$ cat config.mk
export PLATFORM = sky130hd
export DESIGN_NAME = apply_frontier_collect
export DESIGN_NICKNAME = d
export VERILOG_FILES = /design/src/rtl/apply_frontier_collect_pkg.sv /design/src/rtl/apply_frontier_collect_lane.sv /design/src/rtl/apply_frontier_collect.sv
export SDC_FILE = /design/constraint.sdc
export NUM_CORES = 2
export LEC_CHECK = 0
export CORE_MARGIN = 2
export CORE_UTILIZATION = 50
export DETAILED_ROUTE_END_ITERATION = 10
export PLACE_DENSITY = 0.69
export SLEW_MARGIN = 10
export SYNTH_ARGS = -nofsm -noshare
export SYNTH_HDL_FRONTEND = slang
export SYNTH_SLANG_ARGS = --single-unit
$ cat constraint.sdc
create_clock -name clk -period 6.9 [get_ports clk]
set_input_delay 1.38 -clock clk [delete_from_list [all_inputs] [get_ports clk]]
set_output_delay 1.38 -clock clk [all_outputs]
set_load 0.05 [all_outputs]
$ cat src/rtl/apply_frontier_collect_pkg.sv
// Shared constants for the apply-path frontier collector: default geometry, FSM encodings and the
// almost-full threshold helper.
package apply_frontier_collect_pkg;

  localparam int unsigned AFC_V_ID_WIDTH      = 32;
  localparam int unsigned AFC_CORE_NUM        = 4;
  localparam int unsigned FRONTIER_FIFO_DEPTH = 16;
  localparam int unsigned FRONTIER_AF_MARGIN  = 4;
  localparam int unsigned AFC_CNT_WIDTH       = 32;
  localparam int unsigned AFC_ITER_WIDTH      = 16;

  localparam logic [1:0] FC_RUN   = 2'd0;
  localparam logic [1:0] FC_DRAIN = 2'd1;
  localparam logic [1:0] FC_DONE  = 2'd2;

  // A margin at or beyond the depth would make the threshold negative; clamp to stall-always.
  function automatic int unsigned af_threshold(input int unsigned depth,
                                               input int unsigned margin);
    return (margin >= depth) ? 0 : depth - margin;
  endfunction

endpackage

$ cat src/rtl/apply_frontier_collect_lane.sv
// One lane of the frontier collector: updated-vertex FIFO, iteration FSM and counters.
// Optional stall-cycle counter is built only when APPLY_FRONTIER_STALL_CNT_EN is defined.
module apply_frontier_collect_lane
  import apply_frontier_collect_pkg::*;
#(
  parameter int unsigned V_ID_WIDTH = AFC_V_ID_WIDTH,
  parameter int unsigned FIFO_DEPTH = FRONTIER_FIFO_DEPTH,
  parameter int unsigned AF_MARGIN  = FRONTIER_AF_MARGIN,
  parameter int unsigned CNT_WIDTH  = AFC_CNT_WIDTH,
  parameter int unsigned ITER_WIDTH = AFC_ITER_WIDTH
) (
  input  logic                  clk,
  input  logic                  rst,
  input  logic [V_ID_WIDTH-1:0] active_v_id,
  input  logic                  active_v_updated,
  input  logic                  active_v_pull_first_flag,
  input  logic                  active_v_valid,
  input  logic                  iteration_end,
  input  logic                  iteration_end_valid,
  input  logic                  next_frontier_ready,
  output logic [V_ID_WIDTH-1:0] next_frontier_v_id,
  output logic                  next_frontier_pull_first_flag,
  output logic                  next_frontier_valid,
  output logic                  front_stall,
  output logic                  iteration_done,
  output logic [CNT_WIDTH-1:0]  iteration_update_cnt,
  output logic [ITER_WIDTH-1:0] iteration_num,
  output logic                  overflow_err,
  output logic [CNT_WIDTH-1:0]  stall_cycle_cnt
);

  localparam int unsigned PtrW = $clog2(FIFO_DEPTH);
  localparam int unsigned CntW = PtrW + 1;
  localparam logic [CntW-1:0] FullCnt = CntW'(FIFO_DEPTH);
  localparam logic [CntW-1:0] AfCnt   = CntW'(af_threshold(FIFO_DEPTH, AF_MARGIN));

  logic [V_ID_WIDTH:0] mem_q [FIFO_DEPTH];
  logic [PtrW-1:0]     wr_ptr_q, wr_ptr_d;
  logic [PtrW-1:0]     rd_ptr_q, rd_ptr_d;
  logic [CntW-1:0]     count_q, count_d;
  logic                front_stall_q, front_stall_d;
  logic                overflow_q, overflow_d;
  logic [1:0]          state_q, state_d;
  logic [CNT_WIDTH-1:0]  upd_cnt_q, upd_cnt_d, upd_cnt_inc;
  logic [ITER_WIDTH-1:0] iter_num_q, iter_num_d;

  logic push, pop, full, push_ok, fifo_empty;
  logic [V_ID_WIDTH:0] head;

  assign push       = active_v_valid & active_v_updated;
  assign fifo_empty = (count_q == '0);
  assign full       = (count_q == FullCnt);
  assign pop        = ~fifo_empty & next_frontier_ready;
  // A full FIFO still takes a push when the head leaves in the same cycle.
  assign push_ok    = push & (~full | pop);

  always_comb begin
    wr_ptr_d = wr_ptr_q;
    rd_ptr_d = rd_ptr_q;
    count_d  = count_q;
    if (push_ok) wr_ptr_d = wr_ptr_q + PtrW'(1);
    if (pop)     rd_ptr_d = rd_ptr_q + PtrW'(1);
    case ({push_ok, pop})
      2'b10:   count_d = count_q + CntW'(1);
      2'b01:   count_d = count_q - CntW'(1);
      default: count_d = count_q;
    endcase
    front_stall_d = (count_d >= AfCnt);
    overflow_d    = overflow_q | (push & ~push_ok);
  end

  always_ff @(posedge clk) begin
    if (push_ok) mem_q[wr_ptr_q] <= {active_v_pull_first_flag, active_v_id};
  end

  assign upd_cnt_inc = (upd_cnt_q == '1) ? upd_cnt_q : upd_cnt_q + CNT_WIDTH'(1);

  always_comb begin
    state_d    = state_q;
    upd_cnt_d  = upd_cnt_q;
    iter_num_d = iter_num_q;
    case (state_q)
      FC_RUN: begin
        if (push_ok) upd_cnt_d = upd_cnt_inc;
        if (iteration_end_valid && iteration_end) state_d = FC_DRAIN;
      end
      FC_DRAIN: begin
        if (push_ok) upd_cnt_d = upd_cnt_inc;
        if (fifo_empty && !push) begin
          state_d    = FC_DONE;
          iter_num_d = iter_num_q + ITER_WIDTH'(1);
        end
      end
      FC_DONE: begin
        // The final count is on the output this cycle; a push now opens the next iteration.
        upd_cnt_d = push_ok ? CNT_WIDTH'(1) : '0;
        state_d   = FC_RUN;
      end
      default: state_d = FC_RUN;
    endcase
  end

  always_ff @(posedge clk or posedge rst) begin
    if (rst) begin
      wr_ptr_q      <= '0;
      rd_ptr_q      <= '0;
      count_q       <= '0;
      front_stall_q <= 1'b0;
      overflow_q    <= 1'b0;
      state_q       <= FC_RUN;
      upd_cnt_q     <= '0;
      iter_num_q    <= '0;
    end else begin
      wr_ptr_q      <= wr_ptr_d;
      rd_ptr_q      <= rd_ptr_d;
      count_q       <= count_d;
      front_stall_q <= front_stall_d;
      overflow_q    <= overflow_d;
      state_q       <= state_d;
      upd_cnt_q     <= upd_cnt_d;
      iter_num_q    <= iter_num_d;
    end
  end

  // Head is masked while empty so the unreset storage never reaches the writer.
  assign head                          = fifo_empty ? '0 : mem_q[rd_ptr_q];
  assign next_frontier_v_id            = head[V_ID_WIDTH-1:0];
  assign next_frontier_pull_first_flag = head[V_ID_WIDTH];
  assign next_frontier_valid           = ~fifo_empty;
  assign front_stall                   = front_stall_q;
  assign iteration_done                = (state_q == FC_DONE);
  assign iteration_update_cnt          = upd_cnt_q;
  assign iteration_num                 = iter_num_q;
  assign overflow_err                  = overflow_q;

`ifdef APPLY_FRONTIER_STALL_CNT_EN
  logic [CNT_WIDTH-1:0] stall_cnt_q, stall_cnt_d;

  always_comb begin
    stall_cnt_d = stall_cnt_q;
    if (next_frontier_valid && !next_frontier_ready && (stall_cnt_q != '1)) begin
      stall_cnt_d = stall_cnt_q + CNT_WIDTH'(1);
    end
  end

  always_ff @(posedge clk or posedge rst) begin
    if (rst) stall_cnt_q <= '0;
    else     stall_cnt_q <= stall_cnt_d;
  end

  assign stall_cycle_cnt = stall_cnt_q;
`else
  assign stall_cycle_cnt = '0;
`endif

endmodule

$ cat src/rtl/apply_frontier_collect.sv
// Frontier collector top: one independent lane per core, buses sliced per lane.
// Define APPLY_FRONTIER_STALL_CNT_EN to build the per-lane stall-cycle counters.
module apply_frontier_collect
  import apply_frontier_collect_pkg::*;
#(
  parameter int unsigned V_ID_WIDTH = AFC_V_ID_WIDTH,
  parameter int unsigned CORE_NUM   = AFC_CORE_NUM,
  parameter int unsigned FIFO_DEPTH = FRONTIER_FIFO_DEPTH,
  parameter int unsigned AF_MARGIN  = FRONTIER_AF_MARGIN,
  parameter int unsigned CNT_WIDTH  = AFC_CNT_WIDTH,
  parameter int unsigned ITER_WIDTH = AFC_ITER_WIDTH
) (
  input  logic                           clk,
  input  logic [CORE_NUM-1:0]            rst,
  input  logic [CORE_NUM*V_ID_WIDTH-1:0] active_v_id,
  input  logic [CORE_NUM-1:0]            active_v_updated,
  input  logic [CORE_NUM-1:0]            active_v_pull_first_flag,
  input  logic [CORE_NUM-1:0]            active_v_valid,
  input  logic [CORE_NUM-1:0]            iteration_end,
  input  logic [CORE_NUM-1:0]            iteration_end_valid,
  input  logic [CORE_NUM-1:0]            next_frontier_ready,
  output logic [CORE_NUM*V_ID_WIDTH-1:0] next_frontier_v_id,
  output logic [CORE_NUM-1:0]            next_frontier_pull_first_flag,
  output logic [CORE_NUM-1:0]            next_frontier_valid,
  output logic [CORE_NUM-1:0]            front_stall,
  output logic [CORE_NUM-1:0]            iteration_done,
  output logic [CORE_NUM*CNT_WIDTH-1:0]  iteration_update_cnt,
  output logic [CORE_NUM*ITER_WIDTH-1:0] iteration_num,
  output logic [CORE_NUM-1:0]            overflow_err,
  output logic [CORE_NUM*CNT_WIDTH-1:0]  stall_cycle_cnt
);

  for (genvar i = 0; i < CORE_NUM; i++) begin : g_lane
    apply_frontier_collect_lane #(
      .V_ID_WIDTH (V_ID_WIDTH),
      .FIFO_DEPTH (FIFO_DEPTH),
      .AF_MARGIN  (AF_MARGIN),
      .CNT_WIDTH  (CNT_WIDTH),
      .ITER_WIDTH (ITER_WIDTH)
    ) u_lane (
      .clk                           (clk),
      .rst                           (rst[i]),
      .active_v_id                   (active_v_id[i*V_ID_WIDTH +: V_ID_WIDTH]),
      .active_v_updated              (active_v_updated[i]),
      .active_v_pull_first_flag      (active_v_pull_first_flag[i]),
      .active_v_valid                (active_v_valid[i]),
      .iteration_end                 (iteration_end[i]),
      .iteration_end_valid           (iteration_end_valid[i]),
      .next_frontier_ready           (next_frontier_ready[i]),
      .next_frontier_v_id            (next_frontier_v_id[i*V_ID_WIDTH +: V_ID_WIDTH]),
      .next_frontier_pull_first_flag (next_frontier_pull_first_flag[i]),
      .next_frontier_valid           (next_frontier_valid[i]),
      .front_stall                   (front_stall[i]),
      .iteration_done                (iteration_done[i]),
      .iteration_update_cnt          (iteration_update_cnt[i*CNT_WIDTH +: CNT_WIDTH]),
      .iteration_num                 (iteration_num[i*ITER_WIDTH +: ITER_WIDTH]),
      .overflow_err                  (overflow_err[i]),
      .stall_cycle_cnt               (stall_cycle_cnt[i*CNT_WIDTH +: CNT_WIDTH])
    );
  end

endmodule

-- Word level (Yosys, flattened, before mapping)
Memory sizes are Yosys's and may differ from the RTL's.
Cells that the tools add are included.
- output and inout port bits: 468
- memories kept: 4
- register bits: 260
- word-level logic and storage cells: 224
- input port bits: 157
- bits in writable memories: 2112
- eq/ne operators: 40
- bitwise operators: 36
- muxes and demuxes: 44
- reduce and logical (&&, ||, !) cells: 40
- $add $sub $neg: 24
- order comparisons: 4
- memories (name ; words ; width ; read ports ; clocked after Yosys merged registers in ; write ports ; line ; RTL):
    g_lane[0].u_lane.mem_q ; 16 ; 33 ; 1 ; 0 ; 1 ; apply_frontier_collect_lane.sv:37 ; logic [V_ID_WIDTH:0] mem_q [FIFO_DEPTH];
    g_lane[1].u_lane.mem_q ; 16 ; 33 ; 1 ; 0 ; 1 ; apply_frontier_collect_lane.sv:37 ;
    g_lane[2].u_lane.mem_q ; 16 ; 33 ; 1 ; 0 ; 1 ; apply_frontier_collect_lane.sv:37 ;
    g_lane[3].u_lane.mem_q ; 16 ; 33 ; 1 ; 0 ; 1 ; apply_frontier_collect_lane.sv:37 ;
- operators by type and width (operator ; number):
    $mux W32 ; 8
    $pmux W32 S2 ; 4
    $mux W33 ; 4
    $add A32 B1 Y32 const B ; 4
    $eq A32 B32 Y1 const B ; 4
    $add A16 B1 Y16 const B ; 4
    $pmux W5 S2 ; 4
    $add A4 B1 Y4 const B ; 8
    $ne A2 B1 Y1 const B ; 12
    $add A5 B1 Y5 const B ; 4
    $eq A5 B5 Y1 const B ; 4
    $ge A5 B4 Y1 const B ; 4
    $logic_not A5 Y1 ; 4
    $sub A5 B1 Y5 const B ; 4
    $and A1 B1 Y1 ; 16
    $eq A2 B1 Y1 const B ; 8
    $eq A2 B2 Y1 const B ; 8
    $mux W2 ; 8
    $pmux W2 S2 ; 4
    $reduce_and A2 Y1 ; 8
    $mux W1 ; 12
    $not A1 Y1 ; 12
    $reduce_and A3 Y1 ; 4
    $logic_and A1 B1 Y1 ; 8
    other kinds (6) ; 28

-- Logic depth before layout (Yosys ltp)
- word-level depth: 8
- gate-level depth with buffers: 9
- depth with buffers taken out: 9

-- Modules after synthesis
Synthesis repeated with hierarchy kept, for this count alone.
- cells, all modules: 4676
- area total of the unflattened synthesis: 95242.6 µm²
- modules (own cells, without submodules) (module ; seq. area each (µm²) ; cells an instance ; area each (µm²) ; times used):
    apply_frontier_collect_lane (g_lane[0].u_lane ...) ; 17481.8 ; 1165 ; 23820.3 ; 2
    apply_frontier_collect_lane (g_lane[3].u_lane) ; 17481.8 ; 1179 ; 23814.1 ; 1
    apply_frontier_collect_lane (g_lane[2].u_lane) ; 17481.8 ; 1167 ; 23787.8 ; 1

-- Worst setup path before layout
OpenSTA, ideal clock, no wires.
- path kind: in2reg
- start: input port active_v_valid[3]
- end: memory g_lane[3].u_lane.mem_q[7][0] in the netlist's numbering, enable pin
- path buffers: 1
- cell stages on the path: 5
- slack: 1710 ps
- library setup time: 471 ps
- arrival: 4719 ps
- path through: nand2_1 a21oi_1 clkbuf_1 nand2_1 nor3b_1
- word-level cells in the longest chain between the ends: 4
- ends and longest elaborated chain (what ; line ; RTL):
    from (decl) ; apply_frontier_collect.sv:18 ; input logic [CORE_NUM-1:0] active_v_valid,
    $and A1 B1 Y1 ; apply_frontier_collect_lane.sv:50 ; assign push = active_v_valid & active_v_updated;
    $and A1 B1 Y1 ; apply_frontier_collect_lane.sv:55 ; assign push_ok = push & (~full | pop);
    $mux W1 ; apply_frontier_collect_lane.sv:73 ; if (push_ok) mem_q[wr_ptr_q] <= {active_v_pull_first_flag, active_v_id};
    $mux W1 (not written as such) ; apply_frontier_collect_lane.sv:73 ;
    to (decl) ; apply_frontier_collect_lane.sv:37 ;
Every way passes these cells.

-- Final worst setup path
- start: register g_lane[3].u_lane.rd_ptr_q[0]
- end: output port next_frontier_v_id[118]
- word-level cells in the longest chain between the ends: 2
- ends and longest elaborated chain (what ; line ; RTL):
    from (decl) ; apply_frontier_collect_lane.sv:39 ; logic [PtrW-1:0] rd_ptr_q, rd_ptr_d;
    from (signal assigned) ; apply_frontier_collect_lane.sv:115 ; rd_ptr_q <= rd_ptr_d;
    $mem_v2 Z16 W33 ; -- ;
    $mux W33 ; apply_frontier_collect_lane.sv:126 ; assign head = fifo_empty ? '0 : mem_q[rd_ptr_q];
    to (decl) ; apply_frontier_collect.sv:22 ; output logic [CORE_NUM*V_ID_WIDTH-1:0] next_frontier_v_id,
Every way passes these cells.

==> results_dict.tcl <==
set metrics [dict create \
    grt_pass1_vias 48701 \
    holdPathEnd "g_lane[0].u_lane.overflow_err" \
    peakVddDrop_v 0.000404 \
    grtUsageTotal 0.216 \
    worst_hold_path_type "reg2reg" \
    launch_point_of_the_worst_hold_path "g_lane[0].u_lane.overflow_err" \
    place_congestion 0.839 \
    grt.busiest_layer "met2" \
    tritoncts.num_buffers 234 \
    timing.critical_path.max_delay_family "buffers and inverters" \
    category_of_the_most_critical_setup_path "reg2out" \
    io_buffer_count 496 \
    first_iter_violations 4442 \
    clock_h_tree_levels 4 \
    worstSkewPairLatency_ns 0.87 \
    hold_path_depth 1 \
    dr.pass1.iters 5 \
    launching_element_type_of_the_critical_path "flop" \
    ys_async_sr_fraction 0.110 \
    viasPerCell 5.94 \
    synth-seq-area-share 0.733 \
    worstPathArrival_ns 4.39 \
    drtAntennaViolNets 0 \
    timing.reg2reg.setup_slack_ns 3.42 \
    synth-warning-count 0 \
    post-dp-hpwl_um 118000 \
    crit_buf_inv 2 \
    synth.ff_latch_count 2372 \
    critPathRequiredTime_ns 5.52 \
    yosys-top-cells-count "sky130_fd_sc_hd__edfxtp_1 (2112), sky130_fd_sc_hd__mux4_2 (660), sky130_fd_sc_hd__dfrtp_1 (260), sky130_fd_sc_hd__and2_1 (155), sky130_fd_sc_hd__buf_4 (150)" \
    die-area_um2 194000 \
    grt_max_degree 76 \
    maxClockFrequency_mhz 173 \
    placement.setup.worst_slack_ns 1.96 \
    critical-path-slowest-cell "sky130_fd_sc_hd__dfrtp_4" \
    final_setup_violation_count 0 \
    detail_route.wl_per_cell_um 26.1 \
    timing.critical_path.cells "buf_4 > mux4_2 > mux4_2 > and2_1 > clkdlybuf4s50_1" \
    nets_finish 5509 \
    slew_headroom 0.191 \
    wl_um 209000 \
    number_of_library_cell_types_mapped_by_synthesis 87 \
    globalRouteMet1Util 0.300 \
    post_route_cells_drive_above_1_share 0.228 \
    grt_overflow_total 0 \
    die_h_um 441 \
    number_of_synthesized_flops_with_an_enable_pin 2112 \
    global_route.usage.met3 0.0387 \
    global_route_wire_length_before_repair_um 313000 \
    cell_type_contributing_the_most_total_cell_area_after_synthesis "sky130_fd_sc_hd__edfxtp_1" \
    core.rowCount 160 \
    setup_ws_ns 1.13 \
    postCtsResizedCells 0 \
    fp.dieW_um 441 \
    finalSetupTns_ns 0 \
    p_leak_uw 0.0363 \
    postSynthAreaPerCell_um2 20.3 \
    ys.flop_type "sky130_fd_sc_hd__edfxtp_1" \
    post-route-period-util 0.836 \
    finalClockSkew_ns 0.0301 \
    synthToLayoutAreaGrowth_pct 16.4 \
    vias 47700 \
    yosys-top-cells-area "sky130_fd_sc_hd__edfxtp_1 (66%), sky130_fd_sc_hd__mux4_2 (16%), sky130_fd_sc_hd__dfrtp_1 (6.8%)" \
    final_max_slew_viol_count 0 \
    antenna_found_initial 25 \
    synth_top_cell_area_share 0.665 \
    io_pins 625 \
    global_route.usage.met2 0.356 \
    most_frequent_cell_after_synthesis "sky130_fd_sc_hd__edfxtp_1" \
    worst_r2r_path_depth 5 \
    slowest_delay_ns 0.96 \
    clock_pin_slew_on_the_worst_setup_and_hold_paths_ns 0.06 \
    synthCells 4701 \
    core_area_um2 190000 \
    cp_common_cell "sky130_fd_sc_hd__mux4_2" \
    tritoncts "done" \
    crit_fanout 38 \
    syn-cell-area_um2 95400 \
    worstMarginPinSlew_ns 1.21 \
    crit-reg2reg-capture "g_lane[1].u_lane.mem_q[15][9]" \
    numClockSinks 2372 \
    p_per_area_nw_per_um2 421 \
    post-route-drc-count 0 \
    period_minus_slack_ns 5.77 \
    worst_r2r_startpoint "g_lane[1].u_lane.count_q[4]" \
    clk_path_buf_depth 3 \
    finalHoldViolCount 0 \
    worst_setup_path_end_kind "primary output" \
    clock_tree_root_driver_cell "sky130_fd_sc_hd__clkbuf_16" \
    post-cts-setup-buffer-count 0 \
    path_depth 5 \
    cts-hold-fix-buffers 0 \
    initial_utilization 0.503 \
    status "completed" \
    max_cap_violations 0 \
    grt_setup_unrepaired "false" \
]
==> power breakdown <==
group          internal (µW)  leakage [µW]  switching [µW]
Clock                   7210       0.00369            5300
Combinational           7000        0.0102            9150
Sequential             16700        0.0223            1370
==> cell families (layout without fill, tap and decap cells) <==
kind of cell,count (synthesis),count (layout),synth area share
simple gates,795,795,0.0479
mux,709,709,0.161
compound gates,260,260,0.0194
buf+inv,421,1103,0.0231
other cells,1,137,0.0000393
flops,2372,2372,0.733
fa+ha+maj,44,44,0.00609
xor+xnor,99,99,0.00909
==> sequential cells by signal (all words and copies together), names as in the netlist <==
name,flops
g_lane.u_lane.iteration_update_cnt,128
g_lane.u_lane.mem_q,2112
g_lane.u_lane.rd_ptr_q,16
g_lane.u_lane.iteration_num,64
g_lane.u_lane.front_stall,4
g_lane.u_lane.wr_ptr_q,16
g_lane.u_lane.state_q,8
g_lane.u_lane.count_q,20
g_lane.u_lane.overflow_err,4
==> how the worst max path moves through the flow <==
stage | from | endpoint
2_1_floorplan | active_v_valid[3] | g_lane[3].u_lane.mem_q[7][0]
3_3_place_gp | g_lane[3].u_lane.rd_ptr_q[0] | next_frontier_v_id[118]
3_5_place_dp | g_lane[3].u_lane.rd_ptr_q[0] | next_frontier_v_id[118]
4_1_cts | g_lane[3].u_lane.rd_ptr_q[0] | next_frontier_v_id[118]
5_1_grt | g_lane[3].u_lane.rd_ptr_q[0] | next_frontier_v_id[118]
6_report | g_lane[3].u_lane.rd_ptr_q[0] | next_frontier_v_id[118]
==> stage by stage <==
stage	total power, µW	hold WS, ns	instances	utilization	cell area [µm²]
finish	46700	0.466	8030	0.585	111000
global placement	34600	0.452	7583	0.545	103000
floorplan	29500	0.440	4828	-	95900
CTS	47200	0.468	8021	0.585	111000
global route	48600	0.493	8026	0.585	111000
detailed placement	34700	0.455	7583	0.545	103000
==> area by class of cell <==
type	instances	area [µm²]
Inverter	56	210
Fill cell	13667	78800
Tap cell	2511	3140
Multi-Input combinational cell	2035	24100
Clock buffer	315	6360
Clock inverter	123	1240
Timing Repair Buffer	609	5980
Antenna cell	9	22.5
Sequential cell	2372	70000
==> cell usage in the layout, fill, tap and decap left out, drive strengths merged, types with 28 or more instances in the layout <==
| cell | n |
|---|---|
| edfxtp | 2112 |
| mux4 | 660 |
| clkdlybuf4s50 | 496 |
| clkbuf | 315 |
| dfrtp | 260 |
| and2 | 155 |
| nand2 | 135 |
| conb | 128 |
| buf | 113 |
| nor2 | 90 |
| nand4 | 88 |
| nand3 | 85 |
| clkinv | 84 |
| xnor2 | 78 |
| inv | 65 |
| a21oi | 62 |
| o21ai | 53 |
| ha | 40 |
| and3 | 36 |
| nor3 | 35 |
| o31ai | 34 |
| mux2i | 33 |
| or4 | 32 |
| or3 | 28 |
==> routing by layer <==
layer  vias to the layer above  wire length, µm
met5                         -              120
met3                       291            13400
met1                     25394            85700
met2                      1642           106000
li1                      20355                -
met4                        18             4600
Power figures use the tool's default switching activity.
